==> src/rtl/sipo.sv <==
// Serial-in / parallel-out receiver for an 11-bit frame:
// start (0), eight data bits LSB first, parity, stop (1).
// The line is sampled once per baud clock edge.
// Parity is passed through unchecked at index 9.
//
// state   | meaning
// --------+------------------------------------------------------------
// IDLE    | line idle; a sampled 0 is taken as the start bit
// RECEIVE | storing frame bits 1..10; the stop bit decides accept/drop
module sipo (
    input  logic        baud_clk_rx,
    input  logic        rst,
    input  logic        serial_data_tx,
    output logic [10:0] parallel_data_rx,
    output logic        active_flag_rx,
    output logic        received_flag
);

    typedef enum logic {
        IDLE    = 1'b0,
        RECEIVE = 1'b1
    } state_t;

    localparam logic [3:0] LAST_IDX = 4'd10;

    state_t      state;
    logic [3:0]  bit_cnt;
    logic [10:0] shift_buf;

    // Frame capture FSM: all outputs are registered here.
    always_ff @(posedge baud_clk_rx or negedge rst) begin
        if (!rst) begin
            state            <= IDLE;
            bit_cnt          <= 4'd0;
            shift_buf        <= 11'h000;
            parallel_data_rx <= 11'h000;
            active_flag_rx   <= 1'b0;
            received_flag    <= 1'b0;
        end else begin
            received_flag <= 1'b0;
            case (state)
                IDLE: begin
                    if (!serial_data_tx) begin
                        shift_buf[0]   <= 1'b0;
                        bit_cnt        <= 4'd1;
                        active_flag_rx <= 1'b1;
                        state          <= RECEIVE;
                    end
                end
                RECEIVE: begin
                    if (bit_cnt == LAST_IDX) begin
                        // Stop bit: accept only a high stop, otherwise drop the frame.
                        shift_buf[10]  <= serial_data_tx;
                        bit_cnt        <= 4'd0;
                        active_flag_rx <= 1'b0;
                        state          <= IDLE;
                        if (serial_data_tx) begin
                            parallel_data_rx <= {1'b1, shift_buf[9:0]};
                            received_flag    <= 1'b1;
                        end
                    end else begin
                        // A 0 here is data; start detection only happens in IDLE.
                        shift_buf[bit_cnt] <= serial_data_tx;
                        bit_cnt            <= bit_cnt + 4'd1;
                    end
                end
                default: begin
                    state          <= IDLE;
                    bit_cnt        <= 4'd0;
                    active_flag_rx <= 1'b0;
                end
            endcase
        end
    end

endmodule

==> config.mk <==
export PLATFORM = sky130hd
export DESIGN_NAME = sipo
export DESIGN_NICKNAME = d
export VERILOG_FILES = /design/src/rtl/sipo.sv
export SDC_FILE = /design/constraint.sdc
export NUM_CORES = 1
export LEC_CHECK = 0
export CAP_MARGIN = 20
export CORE_AREA = 2 2 54 56
export DETAILED_ROUTE_END_ITERATION = 7
export DIE_AREA = 0 0 56 58
export MAX_ROUTING_LAYER = met4
export PLACE_DENSITY = 0.82
export SYNTH_ARGS = -nofsm -noshare
export SYNTH_HDL_FRONTEND = slang
export SYNTH_SLANG_ARGS = --single-unit
==> constraint.sdc <==
create_clock -name baud_clk_rx -period 1.6 [get_ports baud_clk_rx]
set_clock_uncertainty 0.2 [all_clocks]
set_input_delay 0.32 -clock baud_clk_rx [delete_from_list [all_inputs] [get_ports baud_clk_rx]]
set_output_delay 0.32 -clock baud_clk_rx [all_outputs]
set_load 0.01 [all_outputs]
==> summary.md, run 1 <==
| Metric | Value |
|---|---|
| Status | `complete, but fails checks` |
| Violated checks | `setup timing` |
| Place WS | `-345 ps` |
| Sequential share of power | `41.1%` |
| Seq/Total Area, Yosys | `56.3%` |
| Worst setup EP type | `flip-flop` |
| VDD IR max | `1.05 mV` |
| Vias in the first global route | `919` |
| CP Class | `reg -> reg` |
| Mapped Avg Cell Area | `12.7 um2` |
| Tot GR Track Use | `17.8%` |
| Worst Path Required | `1630 ps` |
| Crit path max fanout | `6` |
| Unrepaired setup endpoints after global routing | `yes` |
| TritonCTS clock tree | `built` |
| Setup TNS | `-28.2 ps` |
| Detailed Route WL | `2700 um` |
| Clk slew on worst S/H paths | `140 ps` |
| # diodes | `0` |
| Die area | `3250 um2` |
| Synthesis-to-layout area growth | `32.3%` |
| Synth Net Count | `101` |
| Clock sink count | `28` |
| First-pass GRT wire length | `4300 um` |
| Post-CTS Hold Buffers | `0` |
| Bufs on Longest Clock Path | `2` |
| # DRC | `0` |
| Clock power share | `9.3%` |
| Crit start category | `flip-flop` |
| Switching pwr | `0.00109 W` |
| Internal power | `0.00203 W` |
| Hold Worst Slack | `114 ps` |
| Yosys reg bits | `28` |
| CP Data Arrival Time | `1660 ps` |
| Tmin final | `1630 ps` |
| Row count | `19` |
| Fmax achieved | `614 MHz` |
| Die X | `56 um` |
| Final Hold Fails | `0` |
| Port Buf Inserts | `15` |
| Number of I/O pins | `16` |
| GR Overflow Total | `0` |
| Routed vias | `856` |
| Tcrit/Tclk final | `102%` |
| Setup WS post-layout | `-28.2 ps` |
| Routability congestion estimate from global placement | `0.820` |
| Largest net degree at the start of global routing | `29` |
| ANT nets after route | `0` |
| CP Cell Sequence | `nand3b_1 > nor2_2 > mux2_4` |
| P_leak | `0.786 nW` |
| Worst min-delay path class | `in -> async` |
| Synthesized cell area | `1240 um2` |
| Via/cell ratio | `5.32` |
| Most frequent cells in the layout | `dfrtp_1, buf_4, mux2_4` |
| CORE AREA | `2660 um2` |
| P per Cell Area | `1900 nW/um2` |
| Switching share of total power | `35.0%` |
| Least-Margin Pin Slew | `280 ps` |
| Slew Limit Headroom | `81.3%` |
| Share of cells above drive strength 1 | `43.1%` |
| Cells after Synth | `98` |
| Final slew viol count | `0` |
| Most common cell after layout, fill and taps aside | `dfrtp_1` |
| Initial antenna violation count | `0` |
| Final setup viols | `1` |
| Synth unique cells | `26` |
| Max-cap check violation count | `0` |
| Power, Total | `0.00313 W` |
| Post-layout net count | `135` |
| Avg WL per Cell | `16.8 um` |
| Syn. warnings | `0` |
| Root buffer cell | `clkbuf_4` |
| Comb pwr share | `49.6%` |
| CP peak stage delay | `460 ps` |
| Initial DRC count | `11` |
| Dpl hpwl | `1730 um` |
| Drt pass-1 iters | `4` |
| Die height | `58 um` |
| Clk_lat worst skew | `330 ps` |
| Slowest cell on the critical path | `dfrtp_2` |
| Initial core utilization | `46.7%` |
| H-tree Lvls | `1` |
| CTS buffer count | `3` |
[critical path: cells and delay by family, from the launching register on]
family / cells / cell delay (ps)
flops: 1 / 460
mux: 1 / 320
simple gates: 2 / 550
[layout make-up]
cell class | count | area, um2
Sequential cell | 28 | 706
Timing Repair Buffer | 36 | 309
Tap cell | 31 | 38.8
Inverter | 1 | 3.75
Fill cell | 231 | 1020
Clock buffer | 3 | 22.5
Multi-Input combinational cell | 62 | 566
[power by group through the flow]
stage / Sequential (W) / Combinational [W] / Clock (W)
global route: 0.00133 / 0.00167 / 0.000322
CTS: 0.00130 / 0.00135 / 0.000286
floorplan: 0.00125 / 0.000780 / 0
finish: 0.00128 / 0.00155 / 0.000290
global placement: 0.00127 / 0.00119 / 0
detailed placement: 0.00131 / 0.00125 / 0
[metrics by stage]
stage | util, % | cell area, um2 | std cells
floorplan | - | 1240 | 98
global route | 61.8 | 1650 | 161
global placement | 55.4 | 1470 | 147
CTS | 59.1 | 1570 | 153
finish | 61.8 | 1650 | 161
detailed placement | 55.4 | 1470 | 147
[cell families after synthesis]
logic type             share of synthesized area, %
flip-flops                                     56.3
AND/OR/NAND/NOR                                15.5
buffers and inverters                          4.02
multiplexers                                   19.6
AO/OA/AOI/OAI                                  4.53
[path summary, 6_finish.rpt]
kind / from / to / slack [ps] / cells past startpoint
max: bit_cnt[3]$_DFFE_PN0P_ / shift_buf[7]$_DFFE_PN0P_ / -30 / 3
min: rst / shift_buf[4]$_DFFE_PN0P_ / 110 / 2
max reg2reg: bit_cnt[3]$_DFFE_PN0P_ / shift_buf[7]$_DFFE_PN0P_ / -30 / 3
min reg2reg: shift_buf[0]$_DFFE_PN0P_ / shift_buf[0]$_DFFE_PN0P_ / 330 / 2
max in group asynchronous: rst / bit_cnt[2]$_DFFE_PN0P_ / 910 / 2
min in group baud_clk_rx: shift_buf[0]$_DFFE_PN0P_ / shift_buf[0]$_DFFE_PN0P_ / 330 / 2
[state kept, by name, summed over array words and instances, names as in the netlist]
| signal | cells |
|---|---|
| shift_buf | 10 |
| received_flag | 1 |
| active_flag_rx | 1 |
| bit_cnt | 4 |
| state | 1 |
| parallel_data_rx | 11 |
[metal layers]
metal / track usage, % / share of wire, % / vias up
met5: - / 0 / -
met4: 6.12 / 1.7 / 0
met1: 20.2 / 39 / 432
met3: 2.90 / 2.9 / 5
met2: 31.9 / 56 / 17
li1: - / - / 402
[timing repair]
action                     CTS  global route
pin swaps                    2             1
setup buffers                3             8
gates resized for setup     34             6
setup endpoints to repair   30            18
cloned                       0             0
[cells in the mapped netlist]
| cell | n | area (um2) |
|---|---|---|
| o21bai_1 | 1 | 7.51 |
| nor3b_1 | 1 | 7.51 |
| o41a_1 | 1 | 11.3 |
| nand2_1 | 5 | 18.8 |
| nor2_1 | 6 | 22.5 |
| nand2b_1 | 3 | 18.8 |
| nor3_1 | 2 | 10.0 |
| or2_2 | 1 | 6.26 |
| buf_2 | 4 | 20.0 |
| a21oi_1 | 3 | 15.0 |
| buf_6 | 2 | 22.5 |
| mux2_2 | 19 | 214 |
| nand3b_1 | 2 | 15.0 |
| and2b_1 | 1 | 7.51 |
| clkbuf_1 | 1 | 3.75 |
| inv_1 | 1 | 3.75 |
| nor2b_1 | 3 | 18.8 |
| dfrtp_1 | 28 | 701 |
| nand3b_4 | 1 | 20.0 |
| nor4_1 | 1 | 6.26 |
| mux2i_1 | 3 | 30.0 |
| nor3_4 | 1 | 16.3 |
| o21ai_0 | 3 | 15.0 |
| and4b_1 | 1 | 10.0 |
| o211ai_1 | 1 | 7.51 |
| nand3_1 | 3 | 15.0 |
Power figures use the tool's default switching activity.
==> run 2, diff against run 1 <==
==> constraint.sdc (replaced) <==
create_clock -name baud_clk_rx -period 1.6 [get_ports baud_clk_rx]
set_clock_uncertainty 0.2 [all_clocks]
set_input_delay 0.24 -clock baud_clk_rx [delete_from_list [all_inputs] [get_ports baud_clk_rx]]
set_output_delay 0.24 -clock baud_clk_rx [all_outputs]
set_load 0.01 [all_outputs]
==> run 2 against run 1 <==
Compared with the run above:
- the flow still finishes with violations (setup timing)
- die area unchanged
- non-clock buffer count decreased by 1
- total power decreased by 1.3%
- register-to-register slack about the same
- global-route usage decreased by 1.2 points
- sequential share of layout area increased by 0.40 points
- sequential power about the same
- utilization decreased by 0.56 points
- highest routed layer unchanged
- clock power about the same
- wire length decreased by 11%
==> summary.md, run 2 (synthesized netlist as in run 1, its figures left out) <==
| Metric | Value |
|---|---|
| Initial core utilization | `46.7%` |
| CP Class | `reg -> reg` |
| Post-CTS Hold Buffers | `0` |
| Biggest regs | `parallel_data_rx: 11 flops, shift_buf: 10 flops, bit_cnt: 4 flops` |
| Port Buf Inserts | `15` |
| Vias in the first global route | `876` |
| Initial DRC count | `18` |
| Setup WS post-layout | `-34.9 ps` |
| Largest register FFs | `11` |
| Status | `complete, but fails checks` |
| Comb pwr share | `49.1%` |
| P per Cell Area | `1890 nW/um2` |
| Slowest cell on the critical path | `dfrtp_2` |
| Clock sink count | `28` |
| Most common cell after layout, fill and taps aside | `dfrtp_1` |
| Die area | `3250 um2` |
| Fill cells | `219` |
| CTS buffer count | `3` |
| Worst Path Required | `1630 ps` |
| Die height | `58 um` |
| # DRC | `0` |
| Seq. cell area | `706 um2` |
| Row count | `19` |
| Switching pwr | `0.00107 W` |
| Slew Limit Headroom | `76.5%` |
| Top reg by flops | `parallel_data_rx` |
| Routability congestion estimate from global placement | `0.823` |
| Final slew viol count | `0` |
| Placed cell area | `1460 um2` |
| Fmax achieved | `612 MHz` |
| Final setup viols | `11` |
| Clk_lat worst skew | `330 ps` |
| ANT nets after route | `0` |
| Drt pass-1 iters | `4` |
| Sequential share of power | `41.5%` |
| Critical path's top delay family | `flip-flops` |
| Final Hold Fails | `0` |
| Clk slew on worst S/H paths | `150 ps` |
| Least-Margin Pin Slew | `352 ps` |
| Share of cells above drive strength 1 | `42.6%` |
| Routed vias | `856` |
| Tcrit/Tclk final | `102%` |
| Tot GR Track Use | `16.6%` |
| Post-layout net count | `134` |
| Place WS | `-265 ps` |
| Internal power | `0.00202 W` |
| Tmin final | `1630 ps` |
| VDD IR max | `1.12 mV` |
| Detailed Route WL | `2420 um` |
| H-tree Lvls | `1` |
| Switching share of total power | `34.6%` |
| FF-to-FF Start | `bit_cnt[0]$_DFFE_PN0P_` |
| CP bufs+invs | `2` |
| Via/cell ratio | `5.35` |
| Avg WL per Cell | `15.1 um` |
| Clock power share | `9.4%` |
| Dpl hpwl | `1590 um` |
| Unrepaired setup endpoints after global routing | `yes` |
| Critical path origin | `bit_cnt[0]$_DFFE_PN0P_` |
| CORE AREA | `2660 um2` |
| Most frequent cells in the layout | `dfrtp_1, buf_4, dlygate4sd2_1` |
| GR Overflow Total | `0` |
| P_leak | `0.774 nW` |
| Bufs on Longest Clock Path | `2` |
| Crit path max fanout | `8` |
| Root buffer cell | `clkbuf_4` |
| Final Util | `61.2%` |
| # diodes | `0` |
| CP peak stage delay | `490 ps` |
| Violated checks | `setup timing` |
| First-pass GRT wire length | `4040 um` |
| Setup TNS | `-258 ps` |
| TritonCTS clock tree | `built` |
| Max-cap check violation count | `0` |
| Worst setup EP type | `flip-flop` |
| Worst min-delay path class | `in -> async` |
| CP Data Arrival Time | `1670 ps` |
| CP Cell Sequence | `buf_4 > nor3_4 > buf_6 > mux2_4` |
| Initial antenna violation count | `0` |
| Number of I/O pins | `16` |
| Area of the multi-input gates | `568 um2` |
| Crit start category | `flip-flop` |
| Fin area | `1630 um2` |
| Die X | `56 um` |
| Largest net degree at the start of global routing | `29` |
| Synthesis-to-layout area growth | `31.1%` |
run 2: power by group through the flow:
| stage | Combinational [W] | Sequential [W] | Clock, W |
|---|---|---|---|
| after detailed placement | 0.00123 | 0.00131 | 0 |
| final | 0.00151 | 0.00128 | 0.000291 |
| after global routing | 0.00165 | 0.00132 | 0.000327 |
| after CTS | 0.00135 | 0.00129 | 0.000293 |
| after floorplan | 0.000780 | 0.00125 | 0 |
| after global placement | 0.00119 | 0.00127 | 0 |
run 2: layout make-up:
class	instances	share of cell area (%)
Clock buffer	3	1.38
Inverter	1	0.230
Multi-Input combinational cell	62	34.8
Sequential cell	28	43.3
Tap cell	31	2.38
Timing Repair Buffer	35	17.9
run 2: timing repair:
action | CTS | global route
pin swaps | 1 | 3
gates cloned | 0 | 0
resized for setup | 31 | 8
setup buffers | 5 | 5
setup endpoints to repair | 29 | 17
run 2: path summary, 6_finish.rpt:
check	endpoint	slack, ps	cells after the start
min in group baud_clk_rx	parallel_data_rx[10]$_DFFE_PN0P_	310	1
min	parallel_data_rx[8]$_DFFE_PN0P_	60	2
max	parallel_data_rx[1]$_DFFE_PN0P_	-30	4
max reg2reg	parallel_data_rx[1]$_DFFE_PN0P_	-30	4
min reg2reg	parallel_data_rx[10]$_DFFE_PN0P_	310	1
max in group asynchronous	bit_cnt[0]$_DFFE_PN0P_	860	2
run 2: through the flow:
step           power [W]  instances  hold WS (ps)
6_report         0.00309        160          62.7
5_1_grt          0.00330        160          83.8
4_1_cts          0.00293        155          70.1
3_5_place_dp     0.00254        147           292
3_3_place_gp     0.00246        147           257
2_1_floorplan    0.00203         98          -256
run 2: layer usage:
metal	share of wire, %	track usage, %	vias up
met2	51	27.1	18
met3	3.7	3.35	6
met1	44	20.2	429
met5	0	-	-
li1	-	-	403
met4	1.4	7.48	0
